### config.mk
export PLATFORM = sky130hd
export DESIGN_NAME = uart_tx_buffered
export DESIGN_NICKNAME = d
export VERILOG_FILES = /design/src/rtl/uart_tx_buffered_pkg.sv /design/src/rtl/uart_tx_fifo.sv /design/src/rtl/uart_tx_buffered.sv
export SDC_FILE = /design/constraint.sdc
export NUM_CORES = 1
export LEC_CHECK = 0
export BUFFER_PORTS_ARGS = -buffer_cell sky130_fd_sc_hd__buf_2
export CORE_MARGIN = 1.5
export CORE_UTILIZATION = 30
export DETAILED_ROUTE_END_ITERATION = 10
export HOLD_SLACK_MARGIN = 0.05
export PLACE_DENSITY = 0.45
export SYNTH_ARGS = -nofsm -noshare
export SYNTH_HDL_FRONTEND = slang
export SYNTH_SLANG_ARGS = --single-unit
### constraint.sdc
create_clock -name clk -period 4.45 [get_ports clk]
set_clock_uncertainty 0.2 [all_clocks]
set_input_delay 0.6675 -clock clk [delete_from_list [all_inputs] [get_ports clk]]
set_output_delay 0.6675 -clock clk [all_outputs]
set_load 0.1 [all_outputs]
### src/rtl/uart_tx_buffered_pkg.sv
// Shared definitions for the buffered UART transmitter: state encoding, idle level, baud divider.
// UART_TX_PARITY_EN adds the PARITY state to the encoding.
package uart_tx_buffered_pkg;

  typedef enum logic [2:0] {
    ST_IDLE   = 3'd0,
    ST_START  = 3'd1,
    ST_DATA   = 3'd2,
`ifdef UART_TX_PARITY_EN
    ST_STOP   = 3'd3,
    ST_PARITY = 3'd4
`else
    ST_STOP   = 3'd3
`endif
  } tx_state_e;

  localparam logic TX_IDLE_LEVEL = 1'b1;

  // Clocks per bit, rounded to nearest.
  function automatic int calc_div(input int clk_freq, input int baud);
    return (clk_freq + baud / 2) / baud;
  endfunction

endpackage

### src/rtl/uart_tx_fifo.sv
// Synchronous byte FIFO with full/empty/count and a sticky overflow flag.
// Head byte is visible on rd_data_o without a read request (show-ahead).
module uart_tx_fifo #(
  parameter int DEPTH = 16,
  parameter int AW    = 4
) (
  input  logic          clk,
  input  logic          rst,
  input  logic          wr_en_i,
  input  logic [7:0]    wr_data_i,
  input  logic          rd_en_i,
  output logic [7:0]    rd_data_o,
  output logic          full_o,
  output logic          empty_o,
  output logic [AW:0]   count_o,
  output logic          overflow_o
);

  localparam logic [AW:0] FULL_COUNT = (AW + 1)'(DEPTH);

  if ((DEPTH < 2) || (DEPTH != (1 << AW))) begin : g_bad_depth
    $error("uart_tx_fifo: DEPTH must be a power of two >= 2 equal to 2**AW");
  end

  logic [7:0]    mem_q [DEPTH];
  logic [AW-1:0] wr_ptr_q, wr_ptr_d;
  logic [AW-1:0] rd_ptr_q, rd_ptr_d;
  logic [AW:0]   count_q, count_d;
  logic          overflow_q, overflow_d;
  logic          push, pop;

  assign full_o     = (count_q == FULL_COUNT);
  assign empty_o    = (count_q == '0);
  assign count_o    = count_q;
  assign overflow_o = overflow_q;
  assign rd_data_o  = mem_q[rd_ptr_q];

  assign push = wr_en_i && !full_o;
  assign pop  = rd_en_i && !empty_o;

  always_comb begin
    wr_ptr_d   = push ? wr_ptr_q + 1'b1 : wr_ptr_q;
    rd_ptr_d   = pop  ? rd_ptr_q + 1'b1 : rd_ptr_q;
    count_d    = count_q;
    // A dropped push is flagged even when a pop frees a slot in the same cycle.
    overflow_d = overflow_q | (wr_en_i & full_o);
    case ({push, pop})
      2'b10:   count_d = count_q + 1'b1;
      2'b01:   count_d = count_q - 1'b1;
      default: count_d = count_q;
    endcase
  end

  always_ff @(posedge clk or negedge rst) begin
    if (!rst) begin
      wr_ptr_q   <= '0;
      rd_ptr_q   <= '0;
      count_q    <= '0;
      overflow_q <= 1'b0;
    end else begin
      wr_ptr_q   <= wr_ptr_d;
      rd_ptr_q   <= rd_ptr_d;
      count_q    <= count_d;
      overflow_q <= overflow_d;
    end
  end

  always_ff @(posedge clk) begin
    if (push) begin
      mem_q[wr_ptr_q] <= wr_data_i;
    end
  end

endmodule

### src/rtl/uart_tx_buffered.sv
// Buffered UART transmitter: byte FIFO feeding an 8N1 serialiser with internal baud divider.
// Define UART_TX_PARITY_EN to insert an even-parity bit between data and stop.
module uart_tx_buffered
  import uart_tx_buffered_pkg::*;
#(
  parameter int CLK_FREQ = 11059200,
  parameter int BAUD     = 9600,
  parameter int DEPTH    = 16,
  parameter int AW       = 4
) (
  input  logic          clk,
  input  logic          rst,
  input  logic          wr_en,
  input  logic [7:0]    wr_data,
  output logic          full,
  output logic          empty,
  output logic [AW:0]   count,
  output logic          busy,
  output logic          overflow,
  output logic          txd
);

  localparam int DIV = calc_div(CLK_FREQ, BAUD);
  localparam int CW  = (DIV > 2) ? $clog2(DIV) : 1;
  localparam logic [CW-1:0] CNT_RELOAD = CW'(DIV - 1);

  if (DIV < 2) begin : g_bad_div
    $error("uart_tx_buffered: DIV must be at least 2");
  end

  tx_state_e     state_q, state_d;
  logic [CW-1:0] cnt_q, cnt_d;
  logic [2:0]    bit_idx_q, bit_idx_d;
  logic [7:0]    shift_q, shift_d;
  logic          txd_q, txd_d;
  logic          pop, load;
  logic          cnt_expired;
  logic [7:0]    fifo_rd_data;
`ifdef UART_TX_PARITY_EN
  logic          parity_q, parity_d;
`endif

  uart_tx_fifo #(
    .DEPTH (DEPTH),
    .AW    (AW)
  ) u_fifo (
    .clk        (clk),
    .rst        (rst),
    .wr_en_i    (wr_en),
    .wr_data_i  (wr_data),
    .rd_en_i    (pop),
    .rd_data_o  (fifo_rd_data),
    .full_o     (full),
    .empty_o    (empty),
    .count_o    (count),
    .overflow_o (overflow)
  );

  assign busy        = (state_q != ST_IDLE);
  assign txd         = txd_q;
  assign cnt_expired = (cnt_q == '0);

  always_comb begin
    state_d   = state_q;
    cnt_d     = cnt_q;
    bit_idx_d = bit_idx_q;
    shift_d   = shift_q;
    txd_d     = txd_q;
    load      = 1'b0;
`ifdef UART_TX_PARITY_EN
    parity_d  = parity_q;
`endif
    case (state_q)
      ST_IDLE: begin
        txd_d = TX_IDLE_LEVEL;
        load  = !empty;
      end
      ST_START: begin
        if (cnt_expired) begin
          cnt_d     = CNT_RELOAD;
          txd_d     = shift_q[0];
          bit_idx_d = 3'd0;
          state_d   = ST_DATA;
        end else begin
          cnt_d = cnt_q - 1'b1;
        end
      end
      ST_DATA: begin
        if (cnt_expired) begin
          cnt_d = CNT_RELOAD;
          if (bit_idx_q == 3'd7) begin
`ifdef UART_TX_PARITY_EN
            txd_d   = parity_q;
            state_d = ST_PARITY;
`else
            txd_d   = TX_IDLE_LEVEL;
            state_d = ST_STOP;
`endif
          end else begin
            shift_d   = {1'b0, shift_q[7:1]};
            txd_d     = shift_q[1];
            bit_idx_d = bit_idx_q + 1'b1;
          end
        end else begin
          cnt_d = cnt_q - 1'b1;
        end
      end
`ifdef UART_TX_PARITY_EN
      ST_PARITY: begin
        if (cnt_expired) begin
          cnt_d   = CNT_RELOAD;
          txd_d   = TX_IDLE_LEVEL;
          state_d = ST_STOP;
        end else begin
          cnt_d = cnt_q - 1'b1;
        end
      end
`endif
      ST_STOP: begin
        if (cnt_expired) begin
          // Chain straight into the next start bit when more data is queued.
          if (!empty) begin
            load = 1'b1;
          end else begin
            state_d = ST_IDLE;
          end
        end else begin
          cnt_d = cnt_q - 1'b1;
        end
      end
      default: begin
        state_d = ST_IDLE;
        txd_d   = TX_IDLE_LEVEL;
      end
    endcase

    if (load) begin
      shift_d = fifo_rd_data;
      cnt_d   = CNT_RELOAD;
      txd_d   = ~TX_IDLE_LEVEL;
      state_d = ST_START;
`ifdef UART_TX_PARITY_EN
      parity_d = ^fifo_rd_data;
`endif
    end
  end

  assign pop = load;

  always_ff @(posedge clk or negedge rst) begin
    if (!rst) begin
      state_q   <= ST_IDLE;
      cnt_q     <= '0;
      bit_idx_q <= '0;
      shift_q   <= '0;
      txd_q     <= TX_IDLE_LEVEL;
`ifdef UART_TX_PARITY_EN
      parity_q  <= 1'b0;
`endif
    end else begin
      state_q   <= state_d;
      cnt_q     <= cnt_d;
      bit_idx_q <= bit_idx_d;
      shift_q   <= shift_d;
      txd_q     <= txd_d;
`ifdef UART_TX_PARITY_EN
      parity_q  <= parity_d;
`endif
    end
  end

endmodule

* Word-level counts from Yosys, hierarchy flattened
Memories as Yosys holds them, arrays and structs flattened. Index checks and enable logic that the tools add are counted.
Word-level totals: output and inout bits 10, register bits after elaboration 40, RAM bits 128, memories kept 1, ROM bits 0, latch bits 0
Cells by class: $lt $le $gt $ge 0, bitwise gates (word level) 2, multiplexer cells 30, $add $sub $neg 6, eq/ne operators 19, shift operators 0, div/mod/pow operators 0, reduce and logical (&&, ||, !) cells 19, multipliers 0
Memory list:
- u_fifo.mem_q | depth 16, bits a word 8, rd ports 1, clocked after memory_dff 0, write ports 1, line uart_tx_fifo.sv:25 | logic [7:0] mem_q [DEPTH];
Operator list (number):
- 11-bit two-way mux | 3
- 8-bit two-way mux | 4
- 3-bit two-way mux | 9
- 11-bit one-hot mux with 2 select lines | 1
- 3-bit by 2-bit inequality test with 1-bit output (second input constant) | 6
- 3-bit one-hot mux with 4 select lines | 1
- 11-bit zero test | 1
- 11-bit by 1-bit subtractor with 11-bit output (second input constant) | 1
- 5-bit one-hot mux with 2 select lines | 1
- 4-bit by 1-bit adder with 4-bit output (second input constant) | 2
- 1-bit two-way mux | 8
- 2-bit nonzero test | 4
- 3-bit by 2-bit == test with 1-bit output (second input constant) | 2
- 2-bit by 1-bit inequality test with 1-bit output (second input constant) | 3
- 2-bit inequality test (second input constant) | 3
- 3-bit one-hot mux with 2 select lines | 1
- 3-bit AND reduction | 2
- 6-bit AND reduction | 1
- 3-bit nonzero test | 2
- 5-bit by 1-bit adder with 5-bit output (second input constant) | 1
- 5-bit == test (second input constant) | 1
- 5-bit zero test | 1
- 5-bit by 1-bit subtractor with 5-bit output (second input constant) | 1
- 4-bit AND reduction | 1
- 14 further kinds | 16

* Longest topological paths before layout
Gate-level depths: netlist of run 1.
word-level depth 7, mapped depth 15

* Modules after synthesis
From an unflattened synthesis of run 1, not the netlist that was laid out.
Unflattened totals: cells, all modules 511, area total of the unflattened synthesis 7561.0 µm²
By module, submodules not included:
- uart_tx_fifo | sequential area each 4194.0 µm², instances 1, area each 5811.8 µm², cells an instance 334
- uart_tx_buffered | sequential area each 626.9 µm², instances 1, area each 1749.2 µm², cells an instance 177

* Worst setup path after synthesis of run 1
Ideal clock, no wire load.
path type register -> register, start point register u_fifo.count_q[1], in the netlist u_fifo.count_o[1], end point register u_fifo.count_q[4], in the netlist u_fifo.count_o[4], library setup time 126 ps, data arrival time 3365 ps, buffers on the path 2, slack 758 ps, cell stages (with the launch flop) 15, path through dfrtp_1 clkbuf_1 nor4_1 a21oi_1 o21ai_1 inv_2 buf_2 ha_1 xor2_1 ha_1 nand3_1 o21ai_0 a222oi_1 nor2_1 xnor2_1
Between the ends: longest elaborated chain between the ends 7, elaborated cells on any way between the ends 15, those cells by class add/sub (2); eq/ne (3); mux (4); reduce/logical (6)
RTL lines:
- start, declared | line uart_tx_fifo.sv:28 | logic [AW:0] count_q, count_d;
- start signal, assigned | line uart_tx_fifo.sv:63 | count_q <= count_d;
- 5-bit zero test * | line uart_tx_fifo.sv:33 | assign empty_o = (count_q == '0);
- 1-bit two-way mux | line uart_tx_buffered.sv:122 | if (!empty) begin
- 1-bit two-way mux | line uart_tx_buffered.sv:120 | if (cnt_expired) begin
- 1-bit one-hot mux with 2 select lines | line uart_tx_buffered.sv:73 | case (state_q)
- 1-bit logical AND * | line uart_tx_fifo.sv:39 | assign pop = rd_en_i && !empty_o;
- named net u_fifo.pop | line uart_tx_fifo.sv:30 | logic push, pop;
- 2-bit by 1-bit == test with 1-bit output / 2-bit == test (equally long branches) | line uart_tx_fifo.sv:47 | case ({push, pop})
- 5-bit one-hot mux with 2 select lines / 2-bit nonzero test (equally long branches)
Mark *: on every way through the listed nets, which the timed path passes. The rest lies on a longest branch. A chain may end at the register's enable or synchronous reset.

* Worst setup path after layout of run 1
start point register cnt_q[0], end point register u_fifo.count_q[4], in the netlist u_fifo.count_o[4]
Between the ends: longest elaborated chain between the ends 6, elaborated cells on any way between the ends 8, those cells by class eq/ne (2); mux (3); reduce/logical (3)
RTL lines:
- start, declared | line uart_tx_buffered.sv:32 | logic [CW-1:0] cnt_q, cnt_d;
- start signal, assigned | line uart_tx_buffered.sv:162 | cnt_q <= cnt_d;
- 11-bit zero test * | line uart_tx_buffered.sv:61 | assign cnt_expired = (cnt_q == '0);
- 1-bit two-way mux * | line uart_tx_buffered.sv:120
- 1-bit one-hot mux with 2 select lines * | line uart_tx_buffered.sv:73
- 1-bit logical AND * | line uart_tx_fifo.sv:39
- 2-bit by 1-bit == test with 1-bit output / 2-bit == test (equally long branches) | line uart_tx_fifo.sv:47
- 5-bit one-hot mux with 2 select lines / 2-bit nonzero test (equally long branches)
Mark *: on every way between the ends. The rest lies on a longest branch, timed or not.

==> impl_metrics.ini, run 1 <==
[sta]
tns_ns = 0
rsz0062_at_grt = no
finalSetupViolations = 0
worstMarginPinSlew_ns = 0.945
fmax_mhz = 284
timing.slew.headroom_pct = 37.0
final_hold_viol_count = 0
slew_violations = 0
finalCritPeriodShare_pct = 79.3
post-route-min-period_ns = 3.53

[die]
start_util_pct = 30.4
die_h_um = 157
fp.coreArea_um2 = 23300
core.rowCount = 56
io_pins = 21
die_area_um2 = 24600
die_w_um = 157

[yosys]
syn_inst = 453
async_flop_share_pct = 23.4
synth-edff-count = 128
synth_top_cell_by_area = edfxtp_1
ys_seq_area_share_pct = 67.9
ys_seq_elements = 167
synthFlopType = edfxtp_1
synth.cell_area_um2 = 7100
ys_warn_count = 0
synth_cell_types = 52
avgSynthCellArea_um2 = 15.7
synth_nets = 479
netlist.area_leader.share_pct = 54.1
yosys-top-cells-area = edfxtp_1 (54%), dfrtp_1 (13%), mux4_2 (10%)

[cts]
clk_pin_slew_ns = 0.07
root_buffer = clkbuf_16
postCtsSetupBuffers = 0
cts_resized = 0
cts_htree_levels = 4
cts_hold_buf = 0
clkSinkCount = 167
cts.path.max_buffers = 2
clock_latency_ns = 0.43
cts_buffers = 17
cts_tree = done

[cells_and_area]
synthToLayoutAreaGrowth_pct = 15.3
nets = 506
final_cell_mix = edfxtp_1 (128), dfrtp_1 (37), nand2_1 (33), mux4_2 (32), nor2_1 (29)
drive_gt1_share_pct = 21.5
diodes = 0
final_common_cell = edfxtp_1

[setup_path]
reg2reg_to = u_fifo.count_o[4]
rr_startpoint = cnt_q[0]
cp-end-kind = register
critPathTopFamily = simple AND/OR/NAND/NOR gates
crit_chain = inv_1, ha_1, or3b_2, nor4_2, o21ai_1, inv_2, ha_1, xor2_1, ha_1, nor2_1, a222oi_1, nor2_1, xnor2_1
cp_max_fo = 17
worst-path-buf-inv = 2
timing.critical_path.slowest_stage_cell = or3b_2
required_ns = 4.56
crit_path_max_incr_delay_ns = 0.53
rrSetupSlack_ns = 0.92
critPathKind = register to register
crit_path_start_kind = register
reg2regPathDepth = 13
cp.arrival_ns = 3.64
crit_top_cell = ha_1

[place]
gp_congestion = 0.745
dp_hpwl_um = 9870
io_buffers = 20

[power]
powerDensity_nw_per_um2 = 494
static-leakage-power_uw = 0.00293
irDropWorstVdd_mv = 0.236
total_power_uw = 4040

[min_path]
hold_class = input port to asynchronous set/reset pin

[detailed_routing]
detail-route-antenna-nets = 0
via_per_inst = 4.76
vias = 3864
drt_iter0_markers = 235
drc = 0
drtPass1Iterations = 4
post_drt_wl_per_cell_um = 18.8
wirelength_um = 15200

[status]
status = finished clean

[grt]
antenna_found_initial = 0
grt_pass1_wl_um = 24000
first_global_vias = 4081
grt_max_degree = 40
grt.overflow.total = 0
grt_usage_pct = 13.6

[run]
cap_viol_max_count = 0
-- cell usage after synthesis (2+ instances only) --
cell type / instances
edfxtp_1: 128
xor2_1: 11
and3_1: 7
nor4_1: 3
o21ai_1: 3
nor3_1: 12
mux4_2: 32
a31o_2: 2
dfrtp_1: 38
buf_1: 7
o41ai_1: 2
ha_1: 15
a21o_1: 2
a22oi_1: 15
o21ai_0: 11
and2_1: 3
nor2b_1: 2
inv_1: 13
a31oi_1: 2
a221oi_1: 2
nand2b_1: 4
nand2_1: 33
nor2_1: 29
nand3_1: 7
a21oi_1: 16
buf_2: 4
xnor2_1: 9
mux2i_1: 7
clkbuf_1: 10
nand4_1: 2
-- power breakdown --
group	switching [uW]	internal, uW	total (uW)
clock network	693	808	1500
logic	455	145	600
registers	94.8	1850	1940
total	1240	2800	4040
-- stage by stage --
stage / hold WS (ns) / setup WS (ns) / cell area, um^2 / util [%] / instances
6_report: 0.181 / 0.923 / 8190 / 35.1 / 812
5_1_grt: 0.269 / 0.578 / 8190 / 35.1 / 812
4_1_cts: 0.214 / 0.920 / 8190 / 35.1 / 812
3_5_place_dp: 0.243 / 0.931 / 7580 / 32.5 / 780
3_3_place_gp: 0.234 / 1.01 / 7580 / 32.5 / 780
2_1_floorplan: 0.172 / 0.758 / 7100 / - / 453
-- worst max-delay path by stage --
stage               slack [ns]              start           endpoint  cells after the start
finish                    0.92           cnt_q[0]  u_fifo.count_o[4]                     13
global route              0.58           cnt_q[0]  u_fifo.count_o[4]                     13
CTS                       0.92           cnt_q[0]  u_fifo.count_o[4]                     13
detailed placement        0.93           cnt_q[0]  u_fifo.count_o[4]                     13
global placement          1.01           cnt_q[0]  u_fifo.count_o[4]                     13
floorplan                 0.76  u_fifo.count_o[1]  u_fifo.count_o[4]                     14
-- routing by layer --
metal	track usage [%]	wire, um	up-vias
met3	2.74	460	11
li1	-	-	1795
met5	0	0	-
met4	4.49	168	0
met2	22.2	7480	57
met1	18.0	7130	2001
-- state kept, by name, summed over array words and instances (netlist names), 2 cells and up --
name / count
u_fifo.wr_ptr_q: 4
u_fifo.count_o: 5
bit_idx_q: 3
u_fifo.rd_ptr_q: 4
cnt_q: 11
shift_q: 8
u_fifo.mem_q: 128
state_q: 2
-- final cells by class --
| type | instances | area (um^2) |
|---|---|---|
| sequential | 167 | 4820 |
| timing repair buffer | 30 | 175 |
| fill | 2234 | 15100 |
| inverter | 14 | 52.6 |
| multi-input combinational | 250 | 2130 |
| tap | 319 | 399 |
| clock inverter | 15 | 181 |
| clock buffer | 17 | 425 |
-- worst reg2reg max path: stages (launching register included) --
cell	delay (ns)
dfrtp_1	0.41
inv_1	0.11
ha_1	0.20
or3b_2	0.53
nor4_2	0.37
o21ai_1	0.14
inv_2	0.27
ha_1	0.27
xor2_1	0.16
ha_1	0.20
nor2_1	0.05
a222oi_1	0.29
nor2_1	0.09
xnor2_1	0.13
-- logic make-up after synthesis --
group | Yosys count | share of synthesized area [%]
buffers and inverters | 36 | 2.08
xor gates and xnor gates | 20 | 2.47
DFF | 167 | 67.9
adders and majority gates | 15 | 2.64
and+or+nand+nor | 111 | 7.70
muxes | 41 | 11.5
AOI/OAI and AO/OA | 63 | 5.78
Power figures use the tool's default switching activity.
==> run 2, diff against run 1 <==
==> constraint.sdc (replaced) <==
create_clock -name clk -period 3.7 [get_ports clk]
set_clock_uncertainty 0.2 [all_clocks]
set_input_delay 0.555 -clock clk [delete_from_list [all_inputs] [get_ports clk]]
set_output_delay 0.555 -clock clk [all_outputs]
set_load 0.1 [all_outputs]
==> impl_metrics.ini, run 2 (synthesized netlist as in run 1, its figures left out) <==
[die]
core.rowCount = 56
fp.coreArea_um2 = 23300
die_w_um = 157
start_util_pct = 30.4
die_h_um = 157
io_pins = 21
die_area_um2 = 24600

[cells_and_area]
seq_area_um2 = 4820
stdcell_area_um2 = 8280
largest_register_ffs = 128
diodes = 0
fin_util_pct = 35.5
fill_cells = 2229
reg.largest.list = u_fifo.mem_q: 128 flops, cnt_q: 11 flops, shift_q: 8 flops
final_common_cell = edfxtp_1
synthToLayoutAreaGrowth_pct = 16.5
multi_input_area_um2 = 2130
drive_gt1_share_pct = 23.2
final_cell_mix = edfxtp_1 (128), dfrtp_1 (37), nand2_1 (33), mux4_2 (32), nor2_1 (29)
regMostFlops = u_fifo.mem_q
nets = 517

[grt]
grt_usage_pct = 13.5
first_global_vias = 4116
grt.overflow.total = 0
grt_pass1_wl_um = 23800
antenna_found_initial = 0
grt_max_degree = 40

[detailed_routing]
via_per_inst = 4.75
drtPass1Iterations = 6
vias = 3908
detail-route-antenna-nets = 0
drc = 0
drt_iter0_markers = 225
post_drt_wl_per_cell_um = 18.6
wirelength_um = 15300

[status]
status = finished clean

[run]
cap_viol_max_count = 0

[power]
powerDensity_nw_per_um2 = 586
irDropWorstVdd_mv = 0.315
static-leakage-power_uw = 0.00299

[sta]
worstMarginPinSlew_ns = 0.911
tns_ns = 0
finalCritPeriodShare_pct = 89.3
final_hold_viol_count = 0
fin_hold_ws_ns = 0.0658
finalSetupViolations = 0
slew_violations = 0
timing.slew.headroom_pct = 39.2
post-route-min-period_ns = 3.30
fmax_mhz = 303
rsz0062_at_grt = no

[cts]
cts_resized = 0
cts_hold_buf = 0
root_buffer = clkbuf_16
cts_tree = done
clkSinkCount = 167
cts.path.max_buffers = 2
clock_latency_ns = 0.43
cts_htree_levels = 4
cts_buffers = 17
postCtsSetupBuffers = 0
clk_pin_slew_ns = 0.07

[place]
io_buffers = 20
gp_congestion = 0.755
dp_hpwl_um = 10100
placed_area_um2 = 7680

[setup_path]
crit_path_start_kind = register
cp.arrival_ns = 3.41
critPathKind = register to register
required_ns = 3.81
cp_max_fo = 16
cp-end-kind = register

[min_path]
hold_class = input port to asynchronous set/reset pin
-- run 2: changes by cell type in the layout (fill, tap and decap cells not counted) --
cell,before,now
clkinv_8,3,5
clkinv_1,1,0
inv_6,1,4
buf_4,10,20
buf_12,0,1
clkinv_4,2,1
clkbuf_1,0,1
clkinv_2,1,0
bufinv_16,1,0
inv_8,6,4
-- run 2: cell type report --
class                      count  area share [%]
sequential                   167            58.3
multi-input combinational    250            25.8
clock buffer                  18            5.19
tap                          319            4.82
timing repair buffer          41            3.27
clock inverter                14            2.06
inverter                      14           0.635
-- run 2: metrics by stage --
step | setup slack, ns | total power [uW] | instances
floorplan | 0.00828 | 2910 | 453
global placement | 0.498 | 3120 | 791
detailed placement | 0.408 | 3130 | 791
CTS | 0.376 | 4900 | 823
global route | 0.0948 | 5040 | 823
finish | 0.395 | 4850 | 823
-- run 2: metal layers --
| layer | vias to the layer above | part of all wire, % | track usage (%) |
|---|---|---|---|
| met1 | 2015 | 47 | 18.0 |
| met4 | 0 | 1.4 | 4.17 |
| met3 | 16 | 2.5 | 2.99 |
| li1 | 1814 | - | - |
| met2 | 63 | 49 | 22.1 |
| met5 | - | 0 | 0 |
-- run 2: worst max-delay path: stages (launching register included) --
cell,delay [ns]
dfrtp_1,0.42
inv_1,0.11
ha_1,0.19
or3b_2,0.53
nor4_2,0.38
o21ai_1,0.14
inv_2,0.07
buf_4,0.20
ha_1,0.26
xor2_1,0.11
a222oi_1,0.35
nor2_1,0.09
xnor2_1,0.13
-- run 2: final timing paths --
| check | startpoint | to | slack [ns] | cells after the start |
|---|---|---|---|---|
| worst min-delay path | rst | cnt_q[8] | 0.07 | 1 |
| worst min register to register | u_fifo.overflow_o | u_fifo.overflow_o | 0.26 | 1 |
| max in group asynchronous | rst | u_fifo.rd_ptr_q[0] | 2.61 | 1 |
| min in group clk | wr_en | u_fifo.overflow_o | 0.15 | 2 |
| worst max-delay path | cnt_q[0] | u_fifo.count_o[4] | 0.40 | 12 |
| worst max register to register | cnt_q[0] | u_fifo.count_o[4] | 0.40 | 12 |
-- run 2: power by group --
| group | internal [uW] | switching [uW] |
|---|---|---|
| clock | 916 | 848 |
| sequential | 2220 | 120 |
| combinational | 194 | 549 |
| total | 3330 | 1520 |
==> run 3, diff against run 2 <==
--- a/config.mk
+++ b/config.mk
@@ -10,7 +10,7 @@
 export CORE_UTILIZATION = 30
 export DETAILED_ROUTE_END_ITERATION = 10
 export HOLD_SLACK_MARGIN = 0.05
-export PLACE_DENSITY = 0.45
+export PLACE_DENSITY = 0.54
 export SYNTH_ARGS = -nofsm -noshare
 export SYNTH_HDL_FRONTEND = slang
 export SYNTH_SLANG_ARGS = --single-unit
==> impl_metrics.ini, run 3 (synthesized netlist as in run 1, its figures left out) <==
[cells_and_area]
synthToLayoutAreaGrowth_pct = 15.4
final_cell_mix = edfxtp_1 (128), dfrtp_1 (37), nand2_1 (33), mux4_2 (32), nor2_1 (29)
largest_register_ffs = 128
stdcell_area_um2 = 8200
reg.largest.list = u_fifo.mem_q: 128 flops, cnt_q: 11 flops, shift_q: 8 flops
fin_util_pct = 35.1
diodes = 0
fill_cells = 2217
drive_gt1_share_pct = 21.7
nets = 507
final_common_cell = edfxtp_1
regMostFlops = u_fifo.mem_q

[grt]
grt_pass1_wl_um = 23900
grt_max_degree = 40
grt_usage_pct = 13.1
first_global_vias = 4186
grt.overflow.total = 0
antenna_found_initial = 0

[sta]
finalSetupViolations = 0
rsz0062_at_grt = no
finalCritPeriodShare_pct = 89.7
worstMarginPinSlew_ns = 0.925
tns_ns = 0
final_hold_viol_count = 0
fin_hold_ws_ns = 0.0538
setup_ws_ns = 0.381
fmax_mhz = 301
timing.slew.headroom_pct = 38.3
slew_violations = 0
post-route-min-period_ns = 3.32

[run]
cap_viol_max_count = 0

[detailed_routing]
met1_length_um = 6470
drc = 0
drt_iter0_markers = 266
drtPass1Iterations = 4
via_per_inst = 4.74
route.met2.wl_um = 7240
wirelength_um = 14600
vias = 3852
detail-route-antenna-nets = 0
post_drt_wl_per_cell_um = 18.0
top_layer_used = met4
wl_met3_um = 844

[setup_path]
cp_max_fo = 16
cp.arrival_ns = 3.43
required_ns = 3.81
cp-end-kind = register
crit_path_start_kind = register
critPathKind = register to register

[power]
comb_power_share_pct = 14.7
intPower_uw = 3370
switching_share_pct = 30.7
static-leakage-power_uw = 0.00293
powerDensity_nw_per_um2 = 593
switching_power_uw = 1490
pwr-share-clk_pct = 37.1
p_seq_share_pct = 48.2
irDropWorstVdd_mv = 0.512

[cts]
cts_hold_buf = 0
cts_htree_levels = 4
cts_tree = done
postCtsSetupBuffers = 0
clk_pin_slew_ns = 0.07
root_buffer = clkbuf_16
cts_resized = 0
cts.path.max_buffers = 2
cts_buffers = 17
clock_latency_ns = 0.43
clkSinkCount = 167

[status]
status = finished clean

[place]
gp_congestion = 0.754
dp_hpwl_um = 9530
io_buffers = 20
dp_slack_ns = 0.412
placed_area_um2 = 7590

[die]
die_area_um2 = 24600
die_w_um = 157
die_h_um = 157
fp.coreArea_um2 = 23300
core.rowCount = 56
start_util_pct = 30.4
io_pins = 21

[min_path]
hold_class = input port to asynchronous set/reset pin
## run 3: layout make-up
| type | instances | area, um^2 | area share [%] |
|---|---|---|---|
| well taps | 319 | 399 | 4.87 |
| clock buffers | 17 | 425 | 5.19 |
| clock inverters | 15 | 183 | 2.23 |
| flip-flops and latches | 167 | 4820 | 58.8 |
| inverters | 14 | 52.6 | 0.641 |
| multi-input cells | 250 | 2130 | 26.0 |
| repair buffers | 31 | 183 | 2.23 |
## run 3: metal layers
| layer | GRT usage (%) | vias up |
|---|---|---|
| li1 | - | 1797 |
| met1 | 17.0 | 1976 |
| met2 | 21.5 | 74 |
| met3 | 3.35 | 5 |
| met4 | 3.95 | 0 |
| met5 | 0 | - |
## run 3: power by group through the flow
stage / Clock (uW) / Sequential, uW / Combinational [uW]
floorplan: 0 / 2560 / 346
global placement: 0 / 2370 / 718
detailed placement: 0 / 2380 / 727
CTS: 1830 / 2340 / 728
global route: 1920 / 2360 / 781
finish: 1800 / 2340 / 716
## run 3: path summary, 6_finish.rpt
path | start | end | slack [ns] | depth (start not counted)
worst max-delay path | cnt_q[0] | u_fifo.count_o[4] | 0.38 | 12
worst min-delay path | rst | u_fifo.count_o[2] | 0.05 | 1
worst max register to register | cnt_q[0] | u_fifo.count_o[4] | 0.38 | 12
worst min register to register | u_fifo.overflow_o | u_fifo.overflow_o | 0.25 | 1
max in group asynchronous | rst | u_fifo.rd_ptr_q[0] | 2.61 | 1
min in group clk | wr_en | u_fifo.overflow_o | 0.14 | 2
## run 3: worst max-delay path: stages (launching register included)
cell and delay [ns]:
dfrtp_1 0.42, inv_1 0.11, ha_1 0.18, or3b_2 0.52
nor4_2 0.37, o21ai_1 0.15, inv_2 0.08, buf_4 0.20
ha_1 0.26, xor2_1 0.12, a222oi_1 0.37, nor2_1 0.10
xnor2_1 0.14
## run 3: stage by stage
stage / instances / total power, uW
after floorplan: 453 / 2910
after global placement: 781 / 3090
after detailed placement: 781 / 3110
after CTS: 813 / 4900
after global routing: 813 / 5060
final: 813 / 4860
